<file path="src/rtl/ps2_scan_if.sv">
// PS/2 receiver bus: raw PS/2 line inputs plus the decoded scan-code event outputs.
// master = receiver side (samples the lines, drives the event); slave = line driver / key-mapping consumer.
interface ps2_scan_if;
  logic       clkin;
  logic       datain;
  logic [7:0] data;
  logic [7:0] code;
  logic       code_valid;
  logic       is_break;
  logic       is_ext;
  logic       frame_err;

  modport master (
    input  clkin, datain,
    output data, code, code_valid, is_break, is_ext, frame_err
  );

  modport slave (
    output clkin, datain,
    input  data, code, code_valid, is_break, is_ext, frame_err
  );
endinterface

</file>
<file path="src/rtl/ps2_scan_rx.sv">
// PS/2 keyboard receiver: synchronises and debounces the PS/2 clock, deframes 11-bit frames,
// folds E0/F0 prefixes into flags and emits a one-cycle scan-code event plus a held "current key".
// Optional feature macro: PS2_PARITY_CHECK_EN (defined: odd parity gates acceptance;
// undefined: the parity bit is ignored and only the stop bit gates acceptance).
module ps2_scan_rx #(
  parameter int FILT_LEN    = 4,
  parameter int TIMEOUT_CYC = 100000
) (
  input  logic       clk,
  input  logic       rst,
  ps2_scan_if.master bus
);

  localparam int FW = $clog2(FILT_LEN + 1);
  localparam int TW = $clog2(TIMEOUT_CYC + 1);
  localparam logic [FW-1:0] FILT_LAST = FW'(FILT_LEN - 1);
  localparam logic [TW-1:0] TMO_LAST  = TW'(TIMEOUT_CYC - 1);

  typedef enum logic [1:0] {IDLE, DATA, PARITY, STOP} state_t;

  logic          clk_s1, clk_s2, dat_s1, dat_s2;
  logic [FW-1:0] filt_cnt;
  logic          filt_clk, filt_prev;
  logic          fall;

  state_t        state_q, state_n;
  logic [2:0]    bit_cnt_q, bit_cnt_n;
  logic [7:0]    shift_q, shift_n;
  logic          ext_q, ext_n, brk_q, brk_n;
  logic [TW-1:0] tmo_q, tmo_n;
  logic [7:0]    data_q, data_n, code_q, code_n;
  logic          valid_q, valid_n, isbrk_q, isbrk_n, isext_q, isext_n, err_q, err_n;
  logic          accept;
`ifdef PS2_PARITY_CHECK_EN
  logic          par_q, par_n;
`endif

  // Two-flop synchronisers on both lines, then a level filter on the PS/2 clock
  always_ff @(posedge clk) begin
    // NOTE: sequential state uses non-blocking assignments so every flop samples pre-edge values.
    if (rst) begin
      clk_s1    <= 1'b1;
      clk_s2    <= 1'b1;
      dat_s1    <= 1'b1;
      dat_s2    <= 1'b1;
      filt_cnt  <= '0;
      filt_clk  <= 1'b1;
      filt_prev <= 1'b1;
    end else begin
      clk_s1    <= bus.clkin;
      clk_s2    <= clk_s1;
      dat_s1    <= bus.datain;
      dat_s2    <= dat_s1;
      filt_prev <= filt_clk;
      if (clk_s2 == filt_clk) begin
        filt_cnt <= '0;
      end else if (filt_cnt == FILT_LAST) begin
        filt_clk <= clk_s2;
        filt_cnt <= '0;
      end else begin
        filt_cnt <= filt_cnt + FW'(1);
      end
    end
  end

  assign fall = filt_prev & ~filt_clk;

  // Frame FSM register plus decoded outputs
  always_ff @(posedge clk) begin
    if (rst) begin
      state_q   <= IDLE;
      bit_cnt_q <= '0;
      shift_q   <= '0;
      ext_q     <= 1'b0;
      brk_q     <= 1'b0;
      tmo_q     <= '0;
      data_q    <= '0;
      code_q    <= '0;
      valid_q   <= 1'b0;
      isbrk_q   <= 1'b0;
      isext_q   <= 1'b0;
      err_q     <= 1'b0;
`ifdef PS2_PARITY_CHECK_EN
      par_q     <= 1'b0;
`endif
    end else begin
      state_q   <= state_n;
      bit_cnt_q <= bit_cnt_n;
      shift_q   <= shift_n;
      ext_q     <= ext_n;
      brk_q     <= brk_n;
      tmo_q     <= tmo_n;
      data_q    <= data_n;
      code_q    <= code_n;
      valid_q   <= valid_n;
      isbrk_q   <= isbrk_n;
      isext_q   <= isext_n;
      err_q     <= err_n;
`ifdef PS2_PARITY_CHECK_EN
      par_q     <= par_n;
`endif
    end
  end

  // Next-state: deframing on filtered falls, mid-frame timeout, prefix folding and key tracking
  always_comb begin
    // NOTE: every variable gets a default first so no path can infer a latch.
    state_n   = state_q;
    bit_cnt_n = bit_cnt_q;
    shift_n   = shift_q;
    ext_n     = ext_q;
    brk_n     = brk_q;
    tmo_n     = tmo_q;
    data_n    = data_q;
    code_n    = code_q;
    isbrk_n   = isbrk_q;
    isext_n   = isext_q;
    valid_n   = 1'b0;
    err_n     = 1'b0;
`ifdef PS2_PARITY_CHECK_EN
    par_n     = par_q;
    accept    = dat_s2 & (^{shift_q, par_q});
`else
    accept    = dat_s2;
`endif

    // A fall in the same cycle as expiry wins: the counter clears and the frame continues.
    if (state_q != IDLE) begin
      if (fall) begin
        tmo_n = '0;
      end else if (tmo_q == TMO_LAST) begin
        state_n = IDLE;
        err_n   = 1'b1;
        ext_n   = 1'b0;
        brk_n   = 1'b0;
        tmo_n   = '0;
      end else begin
        tmo_n = tmo_q + TW'(1);
      end
    end

    if (fall) begin
      case (state_q)
        IDLE: begin
          if (dat_s2) begin
            err_n = 1'b1;
          end else begin
            state_n   = DATA;
            bit_cnt_n = '0;
          end
        end
        DATA: begin
          shift_n   = {dat_s2, shift_q[7:1]};
          bit_cnt_n = bit_cnt_q + 3'd1;
          if (bit_cnt_q == 3'd7) state_n = PARITY;
        end
        PARITY: begin
`ifdef PS2_PARITY_CHECK_EN
          par_n   = dat_s2;
`endif
          state_n = STOP;
        end
        STOP: begin
          state_n = IDLE;
          if (!accept) begin
            err_n = 1'b1;
          end else if (shift_q == 8'hE0) begin
            ext_n = 1'b1;
          end else if (shift_q == 8'hF0) begin
            brk_n = 1'b1;
          end else begin
            code_n  = shift_q;
            isbrk_n = brk_q;
            isext_n = ext_q;
            valid_n = 1'b1;
            ext_n   = 1'b0;
            brk_n   = 1'b0;
            if (!brk_q)                data_n = shift_q;
            else if (shift_q == data_q) data_n = 8'h00;
          end
        end
        default: state_n = IDLE;
      endcase
    end
  end

  assign bus.data       = data_q;
  assign bus.code       = code_q;
  assign bus.code_valid = valid_q;
  assign bus.is_break   = isbrk_q;
  assign bus.is_ext     = isext_q;
  assign bus.frame_err  = err_q;

endmodule

</file>
<file path="src/flat_wrapper.sv">
// flat-port wrapper written by rule: the top's interface ports become plain ports
module ps2_scan_rx_flat 
#(
  parameter int FILT_LEN    = 4,
  parameter int TIMEOUT_CYC = 100000
)
  (clk, rst, bus_clkin, bus_datain, bus_data, bus_code, bus_code_valid, bus_is_break, bus_is_ext, bus_frame_err);
  ps2_scan_if bus_i ();
  input  logic clk;
  input  logic rst;
  input wire logic [$bits(bus_i.clkin)-1:0] bus_clkin;
  input wire logic [$bits(bus_i.datain)-1:0] bus_datain;
  output wire logic [$bits(bus_i.data)-1:0] bus_data;
  output wire logic [$bits(bus_i.code)-1:0] bus_code;
  output wire logic [$bits(bus_i.code_valid)-1:0] bus_code_valid;
  output wire logic [$bits(bus_i.is_break)-1:0] bus_is_break;
  output wire logic [$bits(bus_i.is_ext)-1:0] bus_is_ext;
  output wire logic [$bits(bus_i.frame_err)-1:0] bus_frame_err;
  assign bus_i.clkin = bus_clkin;
  assign bus_i.datain = bus_datain;
  assign bus_data = bus_i.data;
  assign bus_code = bus_i.code;
  assign bus_code_valid = bus_i.code_valid;
  assign bus_is_break = bus_i.is_break;
  assign bus_is_ext = bus_i.is_ext;
  assign bus_frame_err = bus_i.frame_err;
  ps2_scan_rx #(.FILT_LEN(FILT_LEN), .TIMEOUT_CYC(TIMEOUT_CYC)) u_core (.clk(clk), .rst(rst), .bus(bus_i));
endmodule
</file>
<file path="config.mk">
export PLATFORM = sky130hd
export DESIGN_NAME = ps2_scan_rx_flat
export DESIGN_NICKNAME = d
export VERILOG_FILES = /design/src/rtl/ps2_scan_if.sv /design/src/rtl/ps2_scan_rx.sv /design/src/flat_wrapper.sv
export SDC_FILE = /design/constraint.sdc
export NUM_CORES = 1
export LEC_CHECK = 0
export CORE_AREA = 3 3 99 101
export DETAILED_ROUTE_END_ITERATION = 8
export DIE_AREA = 0 0 102 104
export SLEW_MARGIN = 20
export SYNTH_ARGS = -nofsm -noshare
export SYNTH_HDL_FRONTEND = slang
export SYNTH_SLANG_ARGS = --single-unit
export TNS_END_PERCENT = 100
</file>
<file path="constraint.sdc">
create_clock -name clk -period 5.2 [get_ports clk]
set_input_delay 0.78 -clock clk [delete_from_list [all_inputs] [get_ports clk]]
set_output_delay 0.78 -clock clk [all_outputs]
set_load 0.03 [all_outputs]
</file>
==> flow_results.org, run 1 <==
** Critical path
- Nature of the critical path startpoint :: flop
- Of all nets on the critical path, the largest fanout is 15.
- Data arrival, critical path :: 3.03 ns
- Critical path start-end classification :: reg2reg
- Crit path buffers/inverters :: 0
- Data required time at the worst endpoint :: 5.42 ns
- Beginning of the worst register-to-register path :: u_core.filt_clk$_SDFFE_PP1P_
- Traced cell by cell, the critical path runs through nor2b_1, nand3_1, a31oi_2, a21oi_1, a22o_1.
- The largest single stage delay on the critical path is about 0.85 ns.
- In this run the worst setup path begins at u_core.filt_clk$_SDFFE_PP1P_.
- In this design, the largest share of critical-path delay is due to compound AO/OA/AOI/OAI gates.
- Cell with the largest stage delay on the worst path :: sky130_fd_sc_hd__a31oi_2
- The worst setup path is captured at a flop.

** Hold path
- Class of the most critical hold timing path :: reg2reg
- The worst hold path begins at u_core.clk_s1$_SDFF_PP1_.

** Detailed routing
- Once detail routing completed, the nets flagged for antenna violations numbered 0.
- Routed via count divided by cell count :: 4.76
- DRC violation total after the first TritonRoute iteration :: just under 70
- In the final routed layout, each cell accounts on average for 12.4 µm.
- TritonRoute pass-1 iters :: 4
- In the routed design, unresolved DRC markers number 0.
- Total via count in the routed design :: 1993
- Final WL :: a little over 5000 µm

** CTS
- Maximum root-to-sink buffer count :: 2
- Count of H-tree levels built during CTS :: 3
- Clock slew at reported path FFs :: 0.06 ns
- TritonCTS Buffers :: 9
- Latest clock arrival within the worst-skew pair :: between 0.3 and 0.4 ns
- Count of hold buffers inserted by post-cts repair :: 0
- Number of setup buffers added after CTS :: 0
- The tree built by TritonCTS fans out to 61 sinks.
- Number of instances resized during post-cts repair :: 0
- CTS placed an instance of sky130_fd_sc_hd__clkbuf_8 at the clock tree root.
- TritonCTS clock tree :: done

** Global route
- Pin count of the biggest net entering global routing :: 45
- Congestion Overflow GR :: 0
- Total routing usage reported by global routing :: 10.6%
- Vias in the first global route :: around 2k
- Antenna violations before repair :: 0
- Wire length of the first global-routing pass :: 9180 µm

** Timing
- Slew @ Worst Pin :: 1.03 ns
- Setup violations remaining at the end of the flow were counted as 0.
- The worst pin sits at a relative slew slack of a little under a third.
- Final max-slew violation count :: 0
- Adding up every negative setup slack in the final design gives 0 ns.
- The total count of hold-check failures in the final report is 0.
- Unrepaired setup endpoints after global routing :: false
- Final hold slack :: 0.410 ns
- Maximum clock frequency :: 356 MHz
- Share of the cycle needed by the critical path after routing :: 54.1%
- Clock Skew :: 0.0117 ns
- The smallest clock period supported by the final layout is computed as 2.81 ns.

** Logic synthesis
- Summed over all instances, the cell type with the most area after synthesis is sky130_fd_sc_hd__dfxtp_1.
- Synthesized area per cell :: 9.50 µm²
- Sequential area share after synthesis :: 45.6%
- Fraction of synthesized cell area taken by the top area cell type :: 45.6%
- Most used standard cells in the synthesized netlist :: 61 x sky130_fd_sc_hd__dfxtp_1, 43 x sky130_fd_sc_hd__nor2_1, 19 x sky130_fd_sc_hd__mux2i_1
- Warning count from the yosys run :: 0
- When the netlist entered floorplanning its net count stood at 295.
- Yosys mapped a number of flops with a built-in enable equal to 0.
- In the synthesized netlist, the number of instances is 282.
- Yosys instantiated no cell more often than sky130_fd_sc_hd__dfxtp_1.
- Yosys cell types :: 47
- The synthesized netlist occupies a cell area of 2680 µm².
- Among all flip-flop cells after synthesis, the most frequent one is sky130_fd_sc_hd__dfxtp_1.
- Synth Register Bits :: 61
- In the synthesized netlist the async set-or-reset flop fraction comes to 0%.
- Yosys attributes the largest share of cell area to sky130_fd_sc_hd__dfxtp_1 46%, sky130_fd_sc_hd__mux2i_1 7.1%, sky130_fd_sc_hd__nor2_1 6.0%.

** Placement
- Routability-driven placement finished with a final weighted congestion of 0.765.
- Sum of net half-perimeters after detailed placement :: 3520 µm
- Placed cell areas :: 2990 µm²
- Count of buffers from port buffering :: 23

** Die
- The floorplan step defined a core boundary enclosing 9110 µm².
- Chip Height :: 104 µm
- Initial core utilization :: 29.4%
- Die width :: 102 µm
- Count of boundary I/O pins :: 24
- The die covers 10600 µm².
- Number of cell rows :: 35

** Outcome
- Status :: completed

** Power and ir drop
- The worst-case IR drop observed on VDD is 0.177 mV.
- For this design the ratio of total power to cell area is 292 nW/µm².
- Leakage Power :: about 1.2 nW

** Cells and area
- Fill cells in the final layout number 956.
- Cells fill around a third of the core in the end.
- N_diodes :: 0
- Synthesis-to-finish area growth :: 19.4%
- Once layout is done, the placed cells without fillers occupy 3200 µm².
- The post-route netlist has under 10% of its cells at a drive strength greater than 1.
- Final nets :: 318

** Run
- Number of max-cap violations :: 0
## logic make-up after synthesis
group	synth area share, %
compound gates	11.4
xor+xnor	5.56
fa+ha+maj	4.20
buf+inv	3.92
flops	45.6
mux	7.10
simple gates	22.3
## flip-flops by register name, summed over array words and instances (netlist names), 2 cells and up
signal and flops:
u_core.tmo_q 17, u_core.state_q 2, u_core.bus.code 8, u_core.bit_cnt_q 3, u_core.shift_q 8, u_core.filt_cnt 3
u_core.bus.data 8
## layout make-up
class	instances	area (µm²)	area share [%]
multi-input cells	199	1350	42.3
flip-flops and latches	61	1220	38.2
repair buffers	24	238	7.43
well taps	111	139	4.34
clock buffers	10	138	4.30
clock inverters	4	73.8	2.31
inverters	10	37.5	1.17
## layout by cell type (no fill, tap or decap), types with 2 or more instances in the layout
master,instances
sky130_fd_sc_hd__a211o_1,2
sky130_fd_sc_hd__a211oi_1,2
sky130_fd_sc_hd__a21oi_1,10
sky130_fd_sc_hd__a22o_1,8
sky130_fd_sc_hd__a31oi_1,2
sky130_fd_sc_hd__bufinv_16,2
sky130_fd_sc_hd__clkbuf_8,10
sky130_fd_sc_hd__clkdlybuf4s50_1,23
sky130_fd_sc_hd__dfxtp_1,61
sky130_fd_sc_hd__ha_1,9
sky130_fd_sc_hd__inv_1,10
sky130_fd_sc_hd__mux2i_1,19
sky130_fd_sc_hd__nand2_1,14
sky130_fd_sc_hd__nand2b_1,2
sky130_fd_sc_hd__nand3_1,12
sky130_fd_sc_hd__nand4_1,8
sky130_fd_sc_hd__nand4_2,2
sky130_fd_sc_hd__nand4b_1,2
sky130_fd_sc_hd__nor2_1,43
sky130_fd_sc_hd__nor2b_1,4
sky130_fd_sc_hd__nor3_1,4
sky130_fd_sc_hd__nor3b_1,2
sky130_fd_sc_hd__o21ai_0,9
sky130_fd_sc_hd__o311ai_0,2
sky130_fd_sc_hd__or2_2,5
sky130_fd_sc_hd__or3_1,2
sky130_fd_sc_hd__xnor2_1,10
sky130_fd_sc_hd__xor2_1,7
## routing by layer
metal  wire (µm)  part of all wire (%)  vias to the layer above  GRT usage [%]
li1            -                     -                     1030              -
met1        2630                    51                      923           14.8
met2        2310                    45                       34           15.6
met3         185                   3.6                        6           3.69
met4          59                   1.1                        0           2.81
met5           0                     0                        -              0
## per-stage QoR
step           total power, mW  cells  setup slack, ns
5_1_grt                  0.976    419             2.09
4_1_cts                  0.952    419             2.39
2_1_floorplan            0.491    282             3.39
3_5_place_dp             0.496    405             2.43
6_report                 0.936    419             2.39
3_3_place_gp             0.495    405             2.46
## where the power goes
| part | internal (mW) | switching [mW] |
|---|---|---|
| sequential | 0.469 | 0.000786 |
| combinational | 0.00513 | 0.0102 |
| clock | 0.278 | 0.174 |
| total | 0.751 | 0.185 |
## worst paths after layout
| path | slack, ns | cells past startpoint | to |
|---|---|---|---|
| max reg2reg | 2.39 | 5 | u_core.bus.data[6]$_SDFFE_PP0P_ |
| min reg2reg | 0.41 | 1 | u_core.clk_s2$_SDFF_PP1_ |
| min | 0.41 | 1 | u_core.clk_s2$_SDFF_PP1_ |
| max | 2.39 | 5 | u_core.bus.data[6]$_SDFFE_PP0P_ |
(Power assumes the default switching activity.)
==> run 2: changes to the inputs <==
==> constraint.sdc (replaced) <==
create_clock -name clk -period 2.6 [get_ports clk]
set_input_delay 0.39 -clock clk [delete_from_list [all_inputs] [get_ports clk]]
set_output_delay 0.39 -clock clk [all_outputs]
set_load 0.03 [all_outputs]
==> flow_results.org, run 2 (synthesis gave the netlist of run 1 again) <==
** Timing
- Final period demand of the worst path :: between 2 and 2.5 ns
- Final hold slack :: 0.412 ns
- Of the available clock period, the critical path in the final layout requires 79.2%.
- Tightest slew margin relative to the limit :: 56.1%
- The total count of hold-check failures in the final report came to 0.
- For the final database, setup skew stands at 0.00895 ns.
- Unrepaired setup endpoints after global routing :: false
- The number of slew-limit violations in the final report is 0.
- Maximum clock frequency :: 485 MHz
- Final setup TNS :: 0 ns
- Setup violations remaining at the end of the flow were counted as 0.
- For the pin with the worst max-slew slack, the measured transition is approximately 0.66 ns.

** Cells and area
- Once layout is done, the placed cells without fillers occupy approximately 3200 µm².
- Number of flip-flops in the largest register :: 17
- Commonest cells after routing, fill and taps aside :: 61 x sky130_fd_sc_hd__dfxtp_1, 43 x sky130_fd_sc_hd__nor2_1, 23 x sky130_fd_sc_hd__clkdlybuf4s50_1
- Fill cells in the final layout number around 950.
- Synthesis-to-finish area growth :: 20.2%
- Most common cell after layout, fill and taps aside :: sky130_fd_sc_hd__dfxtp_1
- N_diodes :: 0
- Register with the highest flop count :: u_core.tmo_q
- The final layout contains between 300 and 400 nets.
- Number of standard cells in the final layout excluding fillers :: 424
- Cells with a size suffix above 1 make up 11.2% of the layout.

** CTS
- After clock tree synthesis, the setup repair step added 0 buffers.
- Number of instances resized during post-cts repair :: 0
- In this run, CTS created clock tree buffers numbering 9.
- The clock net in this run drives a total of 61 sinks.
- Count of H-tree levels built during CTS :: 3
- Maximum root-to-sink buffer count :: 2
- Cell at the root of the clock tree :: sky130_fd_sc_hd__clkbuf_8
- Clock-pin slew was measured on the worst setup and hold paths at roughly 0.070 ns.
- TritonCTS clock tree :: done
- Latest clock arrival within the worst-skew pair :: 0.33 ns
- Count of hold buffers inserted by post-cts repair :: 0

** Hold path
- Class of the most critical hold timing path :: reg2reg

** Placement
- Count of buffers from port buffering :: 23
- Sum of net half-perimeters after detailed placement :: 3750 µm
- The placed instances occupy a cell area of ~3000 µm².
- Including well taps, the total number of placed cells is 408.
- Routability-driven placement finished with a final weighted congestion of 0.809.

** Global route
- Global routing used 11.0% of the available tracks across all layers.
- Congestion Overflow GR :: 0
- Pin count of the biggest net entering global routing :: 24
- The number of global-route vias before repair is just over 2k.
- Wire length of the first global-routing pass :: 9490 µm
- The initial antenna violation count is 0.

** Detailed routing
- TritonRoute pass-1 iters :: 4
- Routed via count divided by cell count :: a little under 5
- The detailed router placed 2062 vias in this run.
- In the detailed route, the total length drawn on met3 is 215 µm.
- Drt wl/cell :: between 10 and 15 µm
- The detailed router finished its first iteration with 74 violations.
- For this run, design rule violations remaining after detail routing come to 0.
- Met2 Routed Length :: 2430 µm
- For this block, the routed nets add up to ~5400 µm of wire.
- In this run the remaining antenna-violating nets after routing total 0.
- Total routed wire length on the met1 layer :: 2690 µm
- Top layer reached by signal wires :: met4

** Die
- Count of boundary I/O pins :: 24
- Initial core utilization :: 29.4%
- Die Outline Area :: 10600 µm²
- Number of cell rows :: 35
- The die is approximately 100 µm wide.
- The total area inside the core boundary comes to ~9100 µm².
- The die is ~100 µm tall.

** Outcome
- The flow ran to the end, and the final reports show no timing, DRC or antenna violations.

** Critical path
- Crit end category :: flop
- The critical path is of the reg2reg type.
- Nature of the critical path startpoint :: flop
- Data arrival, critical path :: 2.28 ns
- Data required time at the worst endpoint :: approximately 2.8 ns
- In this run the worst path has a maximum fanout of 17.

** Power and ir drop
- In this run the power density over the cells is around 570 nW/µm².
- For this design the static power due to leakage is around 1.2 nW.
- Maximum VDD drop :: 0.331 mV

** Run
- Number of max-cap violations :: 0
==> run 2: changes by cell type in the layout (fill, tap and decap cells not counted) <==
cell,previous run,this run
sky130_fd_sc_hd__bufinv_16,2,1
sky130_fd_sc_hd__buf_4,1,4
sky130_fd_sc_hd__clkinvlp_4,0,2
sky130_fd_sc_hd__clkbuf_8,10,11
==> run 2: critical path: stages, from the launching register on <==
cell and delay, ns:
sky130_fd_sc_hd__dfxtp_1 0.41, sky130_fd_sc_hd__inv_1 0.09, sky130_fd_sc_hd__ha_1 0.40, sky130_fd_sc_hd__nand4b_1 0.35, sky130_fd_sc_hd__or3_1 0.46, sky130_fd_sc_hd__a21oi_1 0.18, sky130_fd_sc_hd__nor3_1 0.05
==> run 2: final cells by class <==
type,count,area (µm²),area share (%)
multi-input combinational,199,1350,42.0
sequential,61,1220,37.9
timing repair buffer,27,260,8.08
clock buffer,11,151,4.70
tap,111,139,4.31
clock inverter,5,58.8,1.83
inverter,10,37.5,1.17
==> run 2: metrics by stage <==
step           worst slack (ns)  power [mW]  utilization (%)
6_report                  0.540        1.84             35.4
3_5_place_dp              0.592       0.994             33.1
2_1_floorplan             0.895       0.981                -
3_3_place_gp              0.677       0.993             33.1
5_1_grt                   0.377        1.92             35.4
4_1_cts                   0.577        1.87             35.4
==> run 2: worst paths after layout <==
path	startpoint	end	slack, ns	depth (start not counted)
hold / removal	u_core.clk_s1$_SDFF_PP1_	u_core.clk_s2$_SDFF_PP1_	0.41	1
hold reg to reg	u_core.clk_s1$_SDFF_PP1_	u_core.clk_s2$_SDFF_PP1_	0.41	1
setup / recovery	u_core.state_q[0]$_SDFF_PP0_	u_core.ext_q$_SDFF_PP0_	0.54	6
setup reg to reg	u_core.state_q[0]$_SDFF_PP0_	u_core.ext_q$_SDFF_PP0_	0.54	6
==> run 2: routing by layer <==
metal | global-route usage (%) | up-vias
li1 | - | 1042
met5 | 0 | -
met3 | 3.96 | 9
met4 | 4.31 | 0
met1 | 14.5 | 967
met2 | 16.1 | 44
==> run 2: where the power goes <==
group	total (mW)	leakage (nW)	internal (mW)	switching, mW
combinational	0.0326	0.598	0.0113	0.0214
clock	0.866	0.102	0.495	0.372
sequential	0.939	0.492	0.937	0.00153
==> run 3: changes to the inputs <==
==> constraint.sdc (replaced) <==
create_clock -name clk -period 1.8 [get_ports clk]
set_input_delay 0.27 -clock clk [delete_from_list [all_inputs] [get_ports clk]]
set_output_delay 0.27 -clock clk [all_outputs]
set_load 0.03 [all_outputs]
==> flow_results.org, run 3 (synthesis gave the netlist of run 1 again) <==
** Global route
- In the global route stage, met2 resource usage came out at roughly 16%.
- The first global-routing pass estimated 9230 µm of wire.
- The number of global-route vias before repair was 1941.
- The total overflow left after global routing is 0.
- Most used routing layer in global routing :: met2
- For this run, global-route usage on met3 was measured as under 10%.
- Global routing used 14.7% of the available met1 tracks.
- Global routing used roughly 11% of the available tracks across all layers.
- The initial antenna violation count was 0.
- Pin count of the biggest net entering global routing :: 25

** Placement
- During placement, the flow inserted port buffers numbering 23.
- Sum of net half-perimeters after detailed placement :: 3800 µm
- Weighted congestion reported at the end of routability-driven placement :: 0.763
- OpenSTA, run right after detailed placement, puts the worst setup slack at 0.0266 ns.

** Hold path
- For hold timing, the worst endpoint is u_core.clk_s2$_SDFF_PP1_.
- In this run the most critical hold path is launched from u_core.clk_s1$_SDFF_PP1_.
- Worst Hold Depth :: 1
- The tightest min-delay check is of the reg2reg type.

** CTS
- The number of clock buffers added by TritonCTS is 9.
- Sinks on Clock Net :: 61
- TritonCTS built the clock tree.
- In this run the deepest clock path goes through 2 buffers.
- At the later pin of the worst-skew pair, clock insertion delay measures 0.33 ns.
- Cell at the root of the clock tree :: sky130_fd_sc_hd__clkbuf_8
- Count of H-tree levels built during CTS :: 3
- Clock-pin slew was measured on the worst setup and hold paths at around 0.07 ns.

** Power and ir drop
- Power share of the clock group :: 46.4%
- Switching part of the total power :: 20.9%
- Share of power burned in combinational logic :: between 1.5 and 2%
- Across the VDD grid, the largest voltage drop is ~0.38 mV.
- For this design the ratio of total power to cell area is 778 nW/µm².
- Power Internal :: between 2 and 2.5 mW
- The analysis attributes to cell leakage a power of between 1 and 1.5 nW.
- Registers are responsible for roughly half of the overall power.
- P_sw :: 550 µW
- Total power :: 2.63 mW

** Timing
- Dividing the final minimum period by the clock period gives about 93%.
- Hold timing on the final database bottoms out at a slack of 0.404 ns.
- Final Hold Fails :: 0
- Headroom to the max-slew limit came out at 69.9%.
- Maximum clock frequency :: around 600 MHz
- Total of endpoints with negative setup slack in the final report :: 0
- Clock Skew :: 0.00751 ns
- Final period demand of the worst path :: 1.68 ns
- Final worst slack :: approximately 0.12 ns
- Setup repair after global routing left no endpoint under its margin.
- Final setup TNS :: 0 ns
- Final max-slew violation count :: 0
- At the pin with the least slew margin, the transition time is 0.450 ns.

** Run
- Number of max-cap violations :: 0

** Detailed routing
- The count of nets left with antenna violations once routing finished came out at 0.
- After detailed routing, the number of remaining DRC violations is 0.
- TritonRoute pass-1 iters :: 4
- The routed layout has 2082 vias.
- Final WL :: 5510 µm
- DRC violation total after the first TritonRoute iteration :: roughly 120
- After detailed routing, the average wire length per cell comes to approximately 13 µm.
- In the routed layout, each cell is associated on average with a via count of 4.74.

** Cells and area
- In the layout the commonest cells are 59 x sky130_fd_sc_hd__dfxtp_1, 43 x sky130_fd_sc_hd__nor2_1, 23 x sky130_fd_sc_hd__clkdlybuf4s50_1.
- The repair_antennas step left the layout with diodes totalling 0.
- The layout has 926 filler cells.
- Most common cell after layout, fill and taps aside :: sky130_fd_sc_hd__dfxtp_1
- Counting flops per register, the top entry is u_core.tmo_q.
- Number of flip-flops in the largest register :: 17
- Ratio of cells with drive above 1 in the final layout :: between 15 and 20%
- Synthesis-to-finish area growth :: 26.0%
- At the end of the flow, the number of nets in the layout was 337.

** Critical path
- Max incr delay on CP :: 0.39 ns
- Data arrival, critical path :: between 1.5 and 2 ns
- Data required time at the worst endpoint :: 2.01 ns
- Crit path buffers/inverters :: 0
- Cell with the largest stage delay on the worst path :: sky130_fd_sc_hd__dfxtp_1
- Reg-to-Reg End :: u_core.tmo_q[6]$_SDFFE_PP0N_
- The setup check on the worst reg-to-reg path leaves a slack of 0.12 ns.
- Largest fanout of any net on the critical path :: 9
- The critical path goes through nor4bb_2, nand4_1, or2_4, a21oi_4, nor2_1.
- Worst-case reg-to-reg path depth :: 5
- In this run the critical register-to-register path is launched from u_core.tmo_q[4]$_SDFFE_PP0N_.
- Nature of the critical path startpoint :: flop
- Critical path start-end classification :: reg2reg
- Family with the most delay on the worst path :: simple AND/OR/NAND/NOR gates
- The worst setup path is captured at a flop.

** Die
- The die is 104 µm tall.
- Floorplan Core Area :: 9110 µm²
- Number of cell rows :: 35
- Measured along the x axis, the die boundary spans a little over 100 µm.
- Count of boundary I/O pins :: 24
- The die covers 10600 µm².
- The initial utilization of the core area, before any placement, comes to 29.4%.

** Outcome
- The run finished with clean final reports.
-- run 3: changes by cell type in the layout (fill, tap and decap cells not counted), sizes merged --
cell,before,now
clkinvlp,2,1
buf,4,20
-- run 3: worst max-delay path by stage --
stage                                       from                       endpoint  slack [ns]  cells past startpoint
floorplan           u_core.state_q[0]$_SDFF_PP0_        u_core.ext_q$_SDFF_PP0_        0.09                      7
global placement                             rst  u_core.tmo_q[12]$_SDFFE_PP0N_       -0.03                      5
detailed placement                           rst  u_core.tmo_q[14]$_SDFFE_PP0N_        0.03                      5
CTS                 u_core.tmo_q[5]$_SDFFE_PP0N_  u_core.tmo_q[16]$_SDFFE_PP0N_        0.03                      5
global route        u_core.state_q[1]$_SDFF_PP0_        u_core.ext_q$_SDFF_PP0_       0.005                      6
finish              u_core.tmo_q[4]$_SDFFE_PP0N_   u_core.tmo_q[6]$_SDFFE_PP0N_        0.12                      5
-- run 3: cell type report --
type | count | area [µm²] | area share [%]
Timing Repair Buffer | 43 | 397 | 11.7
Multi-Input combinational cell | 199 | 1380 | 40.9
Clock buffer | 11 | 151 | 4.48
Tap cell | 111 | 139 | 4.11
Clock inverter | 4 | 47.5 | 1.41
Inverter | 10 | 37.5 | 1.11
Sequential cell | 61 | 1220 | 36.2
-- run 3: metal layers --
layer,share of wire (%),routed length (µm)
met2,45,2460
met4,1.3,72
met3,3.6,200
met5,0,0
met1,50,2770
-- run 3: timing repair --
| item | in CTS | in global routing |
|---|---|---|
| hold buffers | 0 | 0 |
| endpoints found under the setup margin | 0 | 34 |
| buffers inserted | 0 | 2 |
| gates resized for setup | 0 | 10 |
-- run 3: power groups by stage --
stage,Combinational (mW),Sequential (mW),Clock [mW]
after floorplan,0.0309,1.39,0
after global placement,0.0504,1.39,0
after detailed placement,0.0502,1.39,0
after CTS,0.0503,1.36,1.25
after global routing,0.0548,1.36,1.31
final,0.0505,1.36,1.22
-- run 3: through the flow --
stage          utilization (%)  std cells  cell area (µm²)
5_1_grt                   37.1        439             3380
2_1_floorplan                -        282             2680
4_1_cts                   36.5        437             3330
3_5_place_dp              34.4        422             3130
6_report                  37.1        439             3380
3_3_place_gp              34.4        422             3130
